`config.mk`:
```
export PLATFORM = sky130hd
export DESIGN_NAME = approx_serial_subtractor
export DESIGN_NICKNAME = d
export VERILOG_FILES = /design/src/rtl/approx_serial_subtractor.sv
export SDC_FILE = /design/constraint.sdc
export NUM_CORES = 1
export LEC_CHECK = 0
export CORE_ASPECT_RATIO = 0.8
export CORE_MARGIN = 4
export CORE_UTILIZATION = 23
export CTS_CLUSTER_DIAMETER = 80
export DETAILED_ROUTE_END_ITERATION = 10
export PLACE_DENSITY_LB_ADDON = 0.08
export SYNTH_ARGS = -nofsm -noshare
export SYNTH_HDL_FRONTEND = slang
export SYNTH_SLANG_ARGS = --single-unit
```
`constraint.sdc`:
```
create_clock -name clk -period 1.6 [get_ports clk]
set_input_delay 0.4 -clock clk [delete_from_list [all_inputs] [get_ports clk]]
set_output_delay 0.4 -clock clk [all_outputs]
set_load 0.01 [all_outputs]
```
`src/rtl/approx_serial_subtractor.sv`:
```
// Bit-serial approximate subtractor, A - B - Bin, LSB first.
// Low K cells drop the incoming borrow; upper cells are exact.
module approx_serial_subtractor #(
  parameter int N = 8,
  parameter int K = 4
) (
  input  logic         clk,
  input  logic         rst,
  input  logic         in_valid,
  output logic         in_ready,
  input  logic [N-1:0] a,
  input  logic [N-1:0] b,
  input  logic         bin,
  output logic         out_valid,
  input  logic         out_ready,
  output logic [N-1:0] diff,
  output logic         bout
);

  localparam int CW = $clog2(N + 1);
  localparam logic [CW-1:0] LAST = CW'(N - 1);
  localparam logic [CW-1:0] KLIM = CW'(K);

  typedef enum logic [1:0] {
    IDLE,
    RUN,
    DONE
  } state_t;

  state_t state, state_nx;

  logic [N-1:0]  sa, sb;
  logic          br;
  logic [CW-1:0] cnt;
  logic          ai, bi, d, br_nx;
  logic          accept, last;
  logic [N-1:0]  bmask, dbits;

  assign ai     = sa[0];
  assign bi     = sb[0];
  assign accept = (state == IDLE) && in_valid;
  assign last   = (cnt == LAST);

  always_comb begin
    d     = ai ^ bi ^ br;
    br_nx = ~ai & bi;
    if (cnt >= KLIM)
      br_nx = (~ai & bi) | (~(ai ^ bi) & br);
    bmask = N'(1) << cnt;
    dbits = N'(d) << cnt;
  end

  always_ff @(posedge clk) begin
    if (rst) state <= IDLE;
    else     state <= state_nx;
  end

  always_comb begin
    state_nx = state;
    unique case (state)
      IDLE: if (in_valid)    state_nx = RUN;
      RUN:  if (last)        state_nx = DONE;
      DONE: if (out_ready)   state_nx = IDLE;
      default:               state_nx = IDLE;
    endcase
  end

  // Operands shift right so the active bit is always at position 0.
  always_ff @(posedge clk) begin
    if (rst) begin
      sa   <= '0;
      sb   <= '0;
      br   <= 1'b0;
      cnt  <= '0;
      diff <= '0;
      bout <= 1'b0;
    end else if (accept) begin
      sa   <= a;
      sb   <= b;
      br   <= bin;
      cnt  <= '0;
      diff <= '0;
    end else if (state == RUN) begin
      sa   <= sa >> 1;
      sb   <= sb >> 1;
      br   <= br_nx;
      diff <= (diff & ~bmask) | dbits;
      if (last) bout <= br_nx;
      else      cnt  <= cnt + 1'b1;
    end
  end

  assign in_ready  = (state == IDLE);
  assign out_valid = (state == DONE);

endmodule
```
* Word level (Yosys, flattened, before mapping) *
Index checks and enable logic that the tools add are counted.

storage, ports and cells
  word-level logic and storage cells = 47
  bits of input ports = 21
  output and inout bits = 11
  bits in registers = 32

cells by class
  bitwise logic cells = 12
  reduce and logical (&&, ||, !) cells = 7
  eq/ne operators = 6
  multiplexer cells = 11
  $lt $le $gt $ge = 1
  shifts and indexed selects = 2
  $add $sub $neg = 1

operator list
  operator                                                                 number
  8-bit 2-to-1 mux                                                         4
  8-bit AND                                                                1
  8-bit inverter                                                           1
  8-bit bitwise OR                                                         1
  1-bit by 4-bit << shifter with 8-bit output                              1
  1-bit by 4-bit << shifter with 8-bit output, first input constant        1
  2-bit 2-to-1 mux                                                         3
  2-bit one-hot mux with 3 select lines                                    1
  3-bit AND reduction                                                      2
  4-bit by 1-bit adder with 4-bit output, second input constant            1
  4-bit by 3-bit equality test with 1-bit output, second input constant    1
  4-bit by 3-bit >= comparator with 1-bit output, second input constant    1
  2-bit inequality test, second input constant                             2
  1-bit inverter                                                           4
  1-bit 2-to-1 mux                                                         3
  1-bit AND                                                                2
  2-bit by 1-bit equality test with 1-bit output, second input constant    1
  2-bit equality test, second input constant                               1
  2-bit zero test                                                          1
  2-bit by 1-bit inequality test with 1-bit output, second input constant  1
  2-bit AND reduction                                                      1
  2-bit nonzero test                                                       1
  2-bit OR reduction                                                       1
  1-bit bitwise XOR                                                        2
  other kinds (2)                                                          2

* Longest topological paths before layout *
Gate-level depths: netlist (run 1).

  depth after elaboration = 7
  mapped depth = 6
  gate-level depth less buffers = 5

* Worst setup path after synthesis (run 1) *
OpenSTA, ideal clock, no wires.

  path kind = register -> register
  from = reg sb[0]
  to = reg diff[3]
  slack = -0.042 ns
  arrival time = 1.576 ns
  clock period less this slack = 1.642 ns
  required time = 1.534 ns
  stages on the path, launching flop included = 6
  path buffers = 0
  setup time = 0.066 ns
  cells stage by stage = dfxtp_1 -> inv_1 -> fa_1 -> nand2_1 -> or4_4 -> a21oi_2

on the way
  longest elaborated chain between the ends = 4

ends and longest elaborated chain
  element                                      RTL line  text
  start: declaration                           32        logic [N-1:0] sa, sb;
  start signal: assignment                     85        sb <= sb >> 1;
  1-bit bitwise XOR (2 in series)              45        d = ai ^ bi ^ br;
  1-bit by 4-bit << shifter with 8-bit output  50        dbits = N'(d) << cnt;
  8-bit bitwise OR                             87        diff <= (diff & ~bmask) | dbits;
  end signal: assignment                       87
  end: declaration                             16        output logic [N-1:0] diff,

No other way between the ends.
A chain may end at the register's enable or synchronous reset.

* Worst setup path after layout (run 1) *
  from = reg br
  to = reg diff[7]

on the way
  longest elaborated chain between the ends = 3

ends and longest elaborated chain
  element                                      RTL line  text
  start: declaration                           33        logic br;
  start signal: assignment                     80        br <= bin;
  start signal: assignment                     86        br <= br_nx;
  1-bit bitwise XOR                            45
  1-bit by 4-bit << shifter with 8-bit output  50
  8-bit bitwise OR                             87

No other way between the ends.

==> results.py, run 1 <==
metrics = {
    "die": {
        "coreArea_mm2": 0.00654,
        "initial_core_util_pct": 24.3,
        "die_area_mm2": 0.00831,
        "fp.dieH_um": 82.3,
        "ioPinCount": 32,
        "rows": 26,
        "die_width_um": 101,
    },
    "place": {
        "place_hpwl_mm": 3.17,
        "post-place-ws_ps": -210,
        "post-place-cells": 302,
        "placed_area_mm2": 0.00212,
        "gp_congestion": 0.827,
        "port_buffers": 31,
    },
    "layout": {
        "regArea_um2": 644,
        "fin_area_mm2": 0.00225,
        "antenna_cells": 0,
        "fill_cells": 663,
        "multiInputGateArea_um2": 875,
        "fin_nets": 254,
        "final_cell_count_no_fill": 309,
        "layout-drive-gt1-share_pct": 20.4,
        "area_growth_syn_to_layout_pct": 41.4,
        "fin_util_pct": 34.3,
    },
    "clock_tree": {
        "cts_hold_buf": 0,
        "cts_max_path_buffers": 2,
        "clock_latency_ps": 290,
        "tritoncts": "yes",
        "cts-buffers-inserted": 5,
        "cts_root_buf": "clkbuf_8",
        "clkTransAtPathRegs_ps": 70,
        "cts.sinks": 32,
        "h-tree-depth": 2,
    },
    "timing": {
        "hold_viol": 0,
        "holdWs_ps": 481,
        "tightest_slew_ps": 430,
        "post-route-period-util_pct": 99.3,
        "grt_setup_unrepaired": "true",
        "fin_crit_ps": 1590,
        "max_freq_mhz": 629,
        "finalSetupViolCount": 0,
        "fin_ws_ps": 10.4,
        "slew_violations": 0,
        "clock_skew_ps": 3.82,
        "maxSlewHeadroom_pct": 71.2,
    },
    "synthesis": {
        "synthCells": 180,
        "yosysUniqueCellTypes": 40,
        "yosysWarnings": 0,
        "synth.avg_cell_area_um2": 8.82,
        "synthesis.nets": 209,
        "synth_seq_cells": 32,
        "yosysSeqAreaShare_pct": 40.3,
        "syn_area_mm2": 0.00159,
    },
    "critical_path": {
        "worstPathMaxFanout": 2,
        "crit_type": "register to register",
        "required_ps": 1820,
        "r2r_cells": 5,
        "arrival_ps": 1810,
        "worstReg2RegStart": "br$_SDFFE_PP0P_",
        "critPathLaunch": "br$_SDFFE_PP0P_",
        "crit_path_start_kind": "register",
        "cp-end-kind": "register",
    },
    "drt": {
        "drtAntennaViolNets": 0,
        "vias_per_cell": 4.83,
        "drt_wl_total_mm": 4.36,
        "vias": 1492,
        "wire_per_inst_um": 14.1,
        "route.detailed.drc": 0,
        "drtIter0Drc": 59,
        "dr.pass1.iters": 4,
    },
    "global_routing": {
        "grt_max_degree": 15,
        "antenna_found_initial": 0,
        "grt_pass1_vias": 1520,
        "grt_pass1_wl_mm": 7.04,
        "grt.overflow.total": 0,
        "track_usage_pct": 10.8,
    },
    "hold_path": {
        "hp-start": "diff[3]$_SDFFE_PP0N_",
        "hold_class": "register to register",
        "min_path_cells": 2,
    },
    "power_and_ir_drop": {
        "power.density_mw_per_mm2": 814,
        "vdd_drop_max_mv": 0.252,
        "p_leak_nw": 0.903,
    },
    "flow_run": {
        "maxCapViolations": 0,
    },
    "run_status": {
        "status": "finished, final reports clean",
    },
}
path summary, 6_finish.rpt:
| check | slack, ps | end |
|---|---|---|
| max | 10 | diff[7]$_SDFFE_PP0N_ |
| max reg2reg | 10 | diff[7]$_SDFFE_PP0N_ |
| min | 480 | diff[3]$_SDFFE_PP0N_ |
| min reg2reg | 480 | diff[3]$_SDFFE_PP0N_ |
per-stage QoR:
stage	power (mW)	TNS, ps
after CTS	1.84	-25.5
after floorplan	1.07	0
final	1.83	0
after global placement	1.23	-1620
after global routing	1.92	-127
after detailed placement	1.23	-2020
worst max-delay path, stage by stage, from the launching register on:
cell	delay (ps)
dfxtp_2	330
inv_2	40
fa_1	530
nand2_2	70
or4_4	430
a21oi_2	120
power breakdown:
part	switching [mW]	leakage [nW]	internal (mW)
clock network	0.301	0.0410	0.296
registers	0.0346	0.263	0.847
logic	0.159	0.598	0.192
cells by family (layout without fill, tap and decap cells):
group	Yosys count	after routing	share of synthesized area (%)
adder cells (fa/ha/maj)	8	8	6.78
AND/OR/NAND/NOR	54	54	19.5
AO/OA/AOI/OAI	60	60	26.1
flip-flops	32	32	40.3
buffers and inverters	26	71	7.25
cell type report:
| type | instances | area share [%] |
|---|---|---|
| inverter | 12 | 2.01 |
| sequential | 32 | 28.7 |
| timing repair buffer | 52 | 22.2 |
| multi-input combinational | 122 | 38.9 |
| clock buffer | 6 | 3.23 |
| tap | 84 | 4.68 |
| clock inverter | 1 | 0.223 |
sequential cells by signal, summed over array words and instances, names as in the netlist:
signal and cells:
bout 1, br 1, cnt 4, diff 8, sa 8, sb 8
state 2
cell usage after synthesis, drive strengths merged:
| cell type | instances | area share [%] |
|---|---|---|
| o31ai | 2 | 0.95 |
| a21oi | 10 | 3.4 |
| inv | 11 | 2.6 |
| nand3b | 1 | 0.47 |
| nor2 | 20 | 4.7 |
| ha | 7 | 5.5 |
| o311ai | 1 | 0.55 |
| nand2b | 3 | 1.2 |
| a21bo | 1 | 0.63 |
| fa | 1 | 1.3 |
| nand3 | 3 | 0.95 |
| a31oi | 1 | 0.39 |
| clkbuf | 7 | 1.7 |
| or2 | 1 | 0.39 |
| o21ba | 1 | 0.63 |
| and4bb | 1 | 0.79 |
| a32o | 4 | 2.5 |
| or4 | 3 | 1.7 |
| clkinv | 1 | 0.24 |
| a2111oi | 1 | 0.55 |
| nor3b | 1 | 0.47 |
| o21ai | 7 | 2.2 |
| nor2b | 4 | 1.6 |
| o22ai | 14 | 5.5 |
| a311oi | 1 | 0.55 |
| buf | 7 | 2.8 |
| a22oi | 1 | 0.47 |
| nand4 | 1 | 0.39 |
| nand2 | 9 | 2.1 |
| a211oi | 14 | 6.6 |
| a221oi | 1 | 0.55 |
| dfxtp | 32 | 40 |
| a31o | 1 | 0.55 |
| nor4b | 3 | 2.6 |
| and3b | 4 | 2.2 |
cell usage in the layout (no fill, tap or decap), drive strengths merged:
master and instances:
nand4 1, a21oi 10, o22ai 14, clkinv 2
buf 21, fa 1, dlygate4sd2 3, dfxtp 32
or2 1, a32o 4, a22oi 1, clkbuf 6
o311ai 1, nor4b 3, ha 7, nor3b 1
nor2 20, inv 11, a221oi 1, or4 3
nand2b 3, a311oi 1, clkdlybuf4s50 24, and4bb 1
a2111oi 1, nor2b 4, a211oi 14, o21ai 7
nand3b 1, nand2 9, nand3 3, o21ba 1
dlymetal6s2s 4, a31o 1, a31oi 1, o31ai 2
and3b 4, a21bo 1
per-layer routing:
| layer | routed length (um) | global-route usage, % |
|---|---|---|
| met2 | 1910 | 16.1 |
| met1 | 2230 | 14.7 |
| met3 | 156 | 3.11 |
| met5 | 0 | 0 |
| met4 | 62 | 4.38 |
what timing repair did:
action	4_1_cts	5_1_grt
pin swaps	6	3
setup endpoints to repair	9	10
endpoints found under the hold margin	0	0
gates resized for setup	8	10
buffers inserted	0	0
No activity file was read; power rests on OpenSTA's default activity.
==> inputs of run 2 (changes only) <==
--- a/config.mk
+++ b/config.mk
@@ -5,7 +5,6 @@
 export SDC_FILE = /design/constraint.sdc
 export NUM_CORES = 1
 export LEC_CHECK = 0
-export CORE_ASPECT_RATIO = 0.8
 export CORE_MARGIN = 4
 export CORE_UTILIZATION = 23
 export CTS_CLUSTER_DIAMETER = 80
==> run 2 against run 1 <==
The run now ends with negative setup slack left. Die area fell by 0.10%. Final cell count fell by 0.65%. Clock power rose by 10%. Highest routed layer unchanged.
==> results.py, run 2 (synthesized netlist as in run 1, its figures left out) <==
metrics = {
    "timing": {
        "fin_crit_ps": 1600,
        "maxSlewHeadroom_pct": 70.0,
        "clock_skew_ps": 5.78,
        "max_freq_mhz": 624,
        "fin_ws_ps": -1.88,
        "holdWs_ps": 483,
        "finalSetupViolCount": 2,
        "post-route-period-util_pct": 100,
        "hold_viol": 0,
        "fin_setup_tns_ps": -3.67,
        "slew_violations": 0,
        "grt_setup_unrepaired": "true",
        "tightest_slew_ps": 448,
    },
    "drt": {
        "vias_per_cell": 5.02,
        "route.detailed.drc": 0,
        "dr.pass1.iters": 4,
        "vias": 1540,
        "drtAntennaViolNets": 0,
        "drtIter0Drc": 45,
        "drt_wl_total_mm": 4.58,
        "wire_per_inst_um": 14.9,
    },
    "hold_path": {
        "min_path_cells": 2,
        "hold_class": "register to register",
    },
    "place": {
        "gp_congestion": 0.774,
        "place_hpwl_mm": 3.32,
        "port_buffers": 31,
        "post-place-cells": 300,
    },
    "clock_tree": {
        "cts_root_buf": "clkbuf_8",
        "clkTransAtPathRegs_ps": 70,
        "cts.sinks": 32,
        "cts-buffers-inserted": 5,
        "h-tree-depth": 2,
        "tritoncts": "yes",
        "cts_max_path_buffers": 2,
        "clock_latency_ps": 280,
        "cts_hold_buf": 0,
    },
    "critical_path": {
        "crit_path_start_kind": "register",
        "cp_top_family": "adder cells",
        "crit_type": "register to register",
        "arrival_ps": 1820,
        "slowest_delay_ps": 530,
        "path_depth": 5,
        "cp_cell_sequence": "inv_2, fa_1, nand2_1, or4_4, a21oi_2",
        "required_ps": 1820,
        "worstPathMaxFanout": 2,
        "cp.buffers_inverters": 1,
        "slowest_stage": "fa_1",
        "cp-end-kind": "register",
        "r2r_cells": 5,
    },
    "run_status": {
        "status": "finished, violations left",
        "violations": "negative setup slack",
    },
    "layout": {
        "area_growth_syn_to_layout_pct": 41.3,
        "fin_util_pct": 33.2,
        "layout-drive-gt1-share_pct": 19.8,
        "layout_commonest_cell": "dfxtp_1",
        "final_cell_count_no_fill": 307,
        "reg_top3": "diff: 8 flops, sa: 8 flops, sb: 8 flops",
        "layout_common_cells": "29 x dfxtp_1, 23 x clkdlybuf4s50_1, 21 x buf_4",
        "antenna_cells": 0,
        "fin_nets": 255,
    },
    "power_and_ir_drop": {
        "power_mw": 1.88,
        "power.density_mw_per_mm2": 840,
        "p_leak_nw": 0.932,
        "vdd_drop_max_mv": 0.338,
    },
    "global_routing": {
        "globalRoute.busiestLayer": "met2",
        "met1_usage_pct": 13.3,
        "grt_pass1_vias": 1583,
        "grt_max_degree": 21,
        "grt_util_met2_pct": 20.0,
        "antenna_found_initial": 0,
        "track_usage_pct": 11.5,
        "grt_pass1_wl_mm": 7.60,
        "grt.overflow.total": 0,
        "grtUsageMet3_pct": 3.31,
    },
    "die": {
        "fp.dieH_um": 91.1,
        "die_width_um": 91.1,
        "coreArea_mm2": 0.00676,
        "ioPinCount": 32,
        "rows": 30,
        "die_area_mm2": 0.00830,
        "initial_core_util_pct": 23.5,
    },
    "flow_run": {
        "maxCapViolations": 0,
    },
}
-- run 2: cell type report --
type                            count  area [um2]
Inverter                           12        45.0
Timing Repair Buffer               53         500
Fill cell                         717        4510
Multi-Input combinational cell    122         863
Clock buffer                        8        90.1
Tap cell                           80         100
Sequential cell                    32         644
-- run 2: timing repair --
item	4_1_cts	5_1_grt
gates resized for setup	6	10
cloned	0	0
buffers inserted	0	0
endpoints found under the setup margin	8	11
pin swaps	6	0
-- run 2: per-stage QoR --
stage          setup WS [ps]  area [um2]
3_3_place_gp            -178        2120
4_1_cts                -8.24        2210
3_5_place_dp            -228        2120
6_report               -1.88        2240
5_1_grt                -51.4        2240
2_1_floorplan           12.2        1590
-- run 2: routing by layer --
metal	wire length (um)	part of all wire, %
met1	2030	44
met2	2270	49
met3	226	4.9
met4	57	1.2
met5	0	0
-- run 2: worst paths after layout --
path / startpoint / to / slack (ps)
max reg2reg: sb[0]$_SDFFE_PP0P_ / diff[3]$_SDFFE_PP0N_ / -2
min reg2reg: diff[3]$_SDFFE_PP0N_ / diff[3]$_SDFFE_PP0N_ / 480
min: diff[3]$_SDFFE_PP0N_ / diff[3]$_SDFFE_PP0N_ / 480
max: sb[0]$_SDFFE_PP0P_ / diff[3]$_SDFFE_PP0N_ / -2
-- run 2: where the power goes --
part / internal [mW] / switching (mW)
combinational: 0.186 / 0.161
sequential: 0.847 / 0.0332
clock: 0.351 / 0.307
-- run 2: worst register-to-register path, delay by kind of cell (launching register included) --
kind	cells	cell delay [ps]
AND/OR/NAND/NOR	2	500
flip-flops	1	330
adder cells (fa/ha/maj)	1	530
AO/OA/AOI/OAI	1	140
buffers and inverters	1	40
==> inputs of run 3 (changes only) <==
--- a/config.mk
+++ b/config.mk
@@ -9,6 +9,7 @@
 export CORE_UTILIZATION = 23
 export CTS_CLUSTER_DIAMETER = 80
 export DETAILED_ROUTE_END_ITERATION = 10
+export MAX_ROUTING_LAYER = met4
 export PLACE_DENSITY_LB_ADDON = 0.08
 export SYNTH_ARGS = -nofsm -noshare
 export SYNTH_HDL_FRONTEND = slang
==> run 3 against run 2 <==
The run now ends clean. Combinational power hardly changed. Total power barely moved. Largest cell class unchanged. Global-route usage increased by 0.30 points. Critical path type unchanged. Critical path depth unchanged. Clock skew increased by 0.56 ps. First-iteration DRC count decreased by 20%. Flip-flop and latch count did not move. Setup slack better by 2.4 ps. Sequential power hardly changed. Clock-buffer cell count is the same. Design area stayed put.
==> results.py, run 3 (synthesized netlist as in run 1, its figures left out) <==
metrics = {
    "die": {
        "ioPinCount": 32,
        "coreArea_mm2": 0.00676,
        "die_area_mm2": 0.00830,
        "die_width_um": 91.1,
        "initial_core_util_pct": 23.5,
        "rows": 30,
        "fp.dieH_um": 91.1,
    },
    "global_routing": {
        "track_usage_pct": 11.8,
        "antenna_found_initial": 0,
        "grt_pass1_vias": 1580,
        "grt_pass1_wl_mm": 7.61,
        "grt_max_degree": 21,
        "grt.overflow.total": 0,
    },
    "timing": {
        "finalSetupViolCount": 0,
        "maxSlewHeadroom_pct": 70.2,
        "fin_setup_tns_ps": 0,
        "slew_violations": 0,
        "fin_crit_ps": 1600,
        "max_freq_mhz": 625,
        "tightest_slew_ps": 445,
        "hold_viol": 0,
        "clock_skew_ps": 6.34,
        "grt_setup_unrepaired": "true",
        "post-route-period-util_pct": 100,
        "fin_ws_ps": 0.557,
    },
    "critical_path": {
        "worstPathMaxFanout": 2,
        "cp-end-kind": "register",
        "crit_type": "register to register",
        "arrival_ps": 1820,
        "required_ps": 1820,
        "crit_path_start_kind": "register",
    },
    "drt": {
        "drtIter0Drc": 36,
        "wire_per_inst_um": 14.9,
        "vias_per_cell": 4.97,
        "vias": 1527,
        "drt_wl_total_mm": 4.57,
        "drtAntennaViolNets": 0,
        "route.detailed.drc": 0,
        "dr.pass1.iters": 4,
    },
    "layout": {
        "area_growth_syn_to_layout_pct": 41.3,
        "fin_nets": 255,
        "layout_common_cells": "29 x dfxtp_1, 23 x clkdlybuf4s50_1, 21 x buf_4",
        "antenna_cells": 0,
        "layout-drive-gt1-share_pct": 19.8,
        "layout_commonest_cell": "dfxtp_1",
        "reg_top3": "diff: 8 flops, sa: 8 flops, sb: 8 flops",
    },
    "hold_path": {
        "hold_class": "register to register",
    },
    "place": {
        "place_hpwl_mm": 3.32,
        "port_buffers": 31,
        "gp_congestion": 0.785,
        "post-place-ws_ps": -228,
    },
    "clock_tree": {
        "tritoncts": "yes",
        "h-tree-depth": 2,
        "clock_latency_ps": 280,
        "cts_setup_buffers": 0,
        "clkTransAtPathRegs_ps": 70,
        "cts_max_path_buffers": 2,
        "cts-buffers-inserted": 5,
        "cts.sinks": 32,
        "cts_root_buf": "clkbuf_8",
    },
    "power_and_ir_drop": {
        "power.density_mw_per_mm2": 839,
        "p_leak_nw": 0.932,
        "vdd_drop_max_mv": 0.340,
    },
    "run_status": {
        "status": "finished, final reports clean",
    },
    "flow_run": {
        "maxCapViolations": 0,
    },
}
run 3: cell counts in the layout (fill, tap and decap cells not counted):
Identical to the previous run, type by type.
run 3: what timing repair did:
action	CTS	global route
endpoints found under the setup margin	8	11
gates resized for setup	6	10
pin swaps	6	0
hold buffers	0	0
run 3: layout make-up:
type,instances,area (um2)
repair buffers,53,500
clock buffers,8,90.1
flip-flops and latches,32,644
well taps,80,100
inverters,12,45.0
multi-input cells,122,863
fillers,717,4510
run 3: per-layer routing:
layer  GRT usage, %  share of wire, %  vias up
met5              -                 0        -
met4           4.15               1.4        0
met3           2.82               3.4        9
met2           19.9                49       35
met1           13.6                46      734
li1               -                 -      749
run 3: final timing paths:
check / startpoint / endpoint / slack (ps) / cells after the start
min: sa[7]$_SDFFE_PP0P_ / sa[7]$_SDFFE_PP0P_ / 480 / 2
max reg2reg: sb[0]$_SDFFE_PP0P_ / diff[3]$_SDFFE_PP0N_ / 0.6 / 5
min reg2reg: sa[7]$_SDFFE_PP0P_ / sa[7]$_SDFFE_PP0P_ / 480 / 2
max: sb[0]$_SDFFE_PP0P_ / diff[3]$_SDFFE_PP0N_ / 0.6 / 5
run 3: worst max-delay path: stages, from the launching register on:
cell and delay (ps):
dfxtp_2 330, inv_2 40, fa_1 530, nand2_1 80, or4_4 420, a21oi_2 140
run 3: stage by stage:
stage          hold WS, ps  cell area [um2]  std cells  power, mW  utilization (%)
2_1_floorplan          445             1590        180       1.07                -
3_3_place_gp           460             2120        300       1.23             31.3
3_5_place_dp           467             2120        300       1.24             31.3
4_1_cts                479             2210        307       1.91             32.7
5_1_grt                500             2240        307       1.97             33.2
6_report               478             2240        307       1.88             33.2
run 3: where the power goes:
group          internal, mW  switching (mW)
sequential            0.847          0.0327
clock                 0.351           0.306
combinational         0.186           0.160
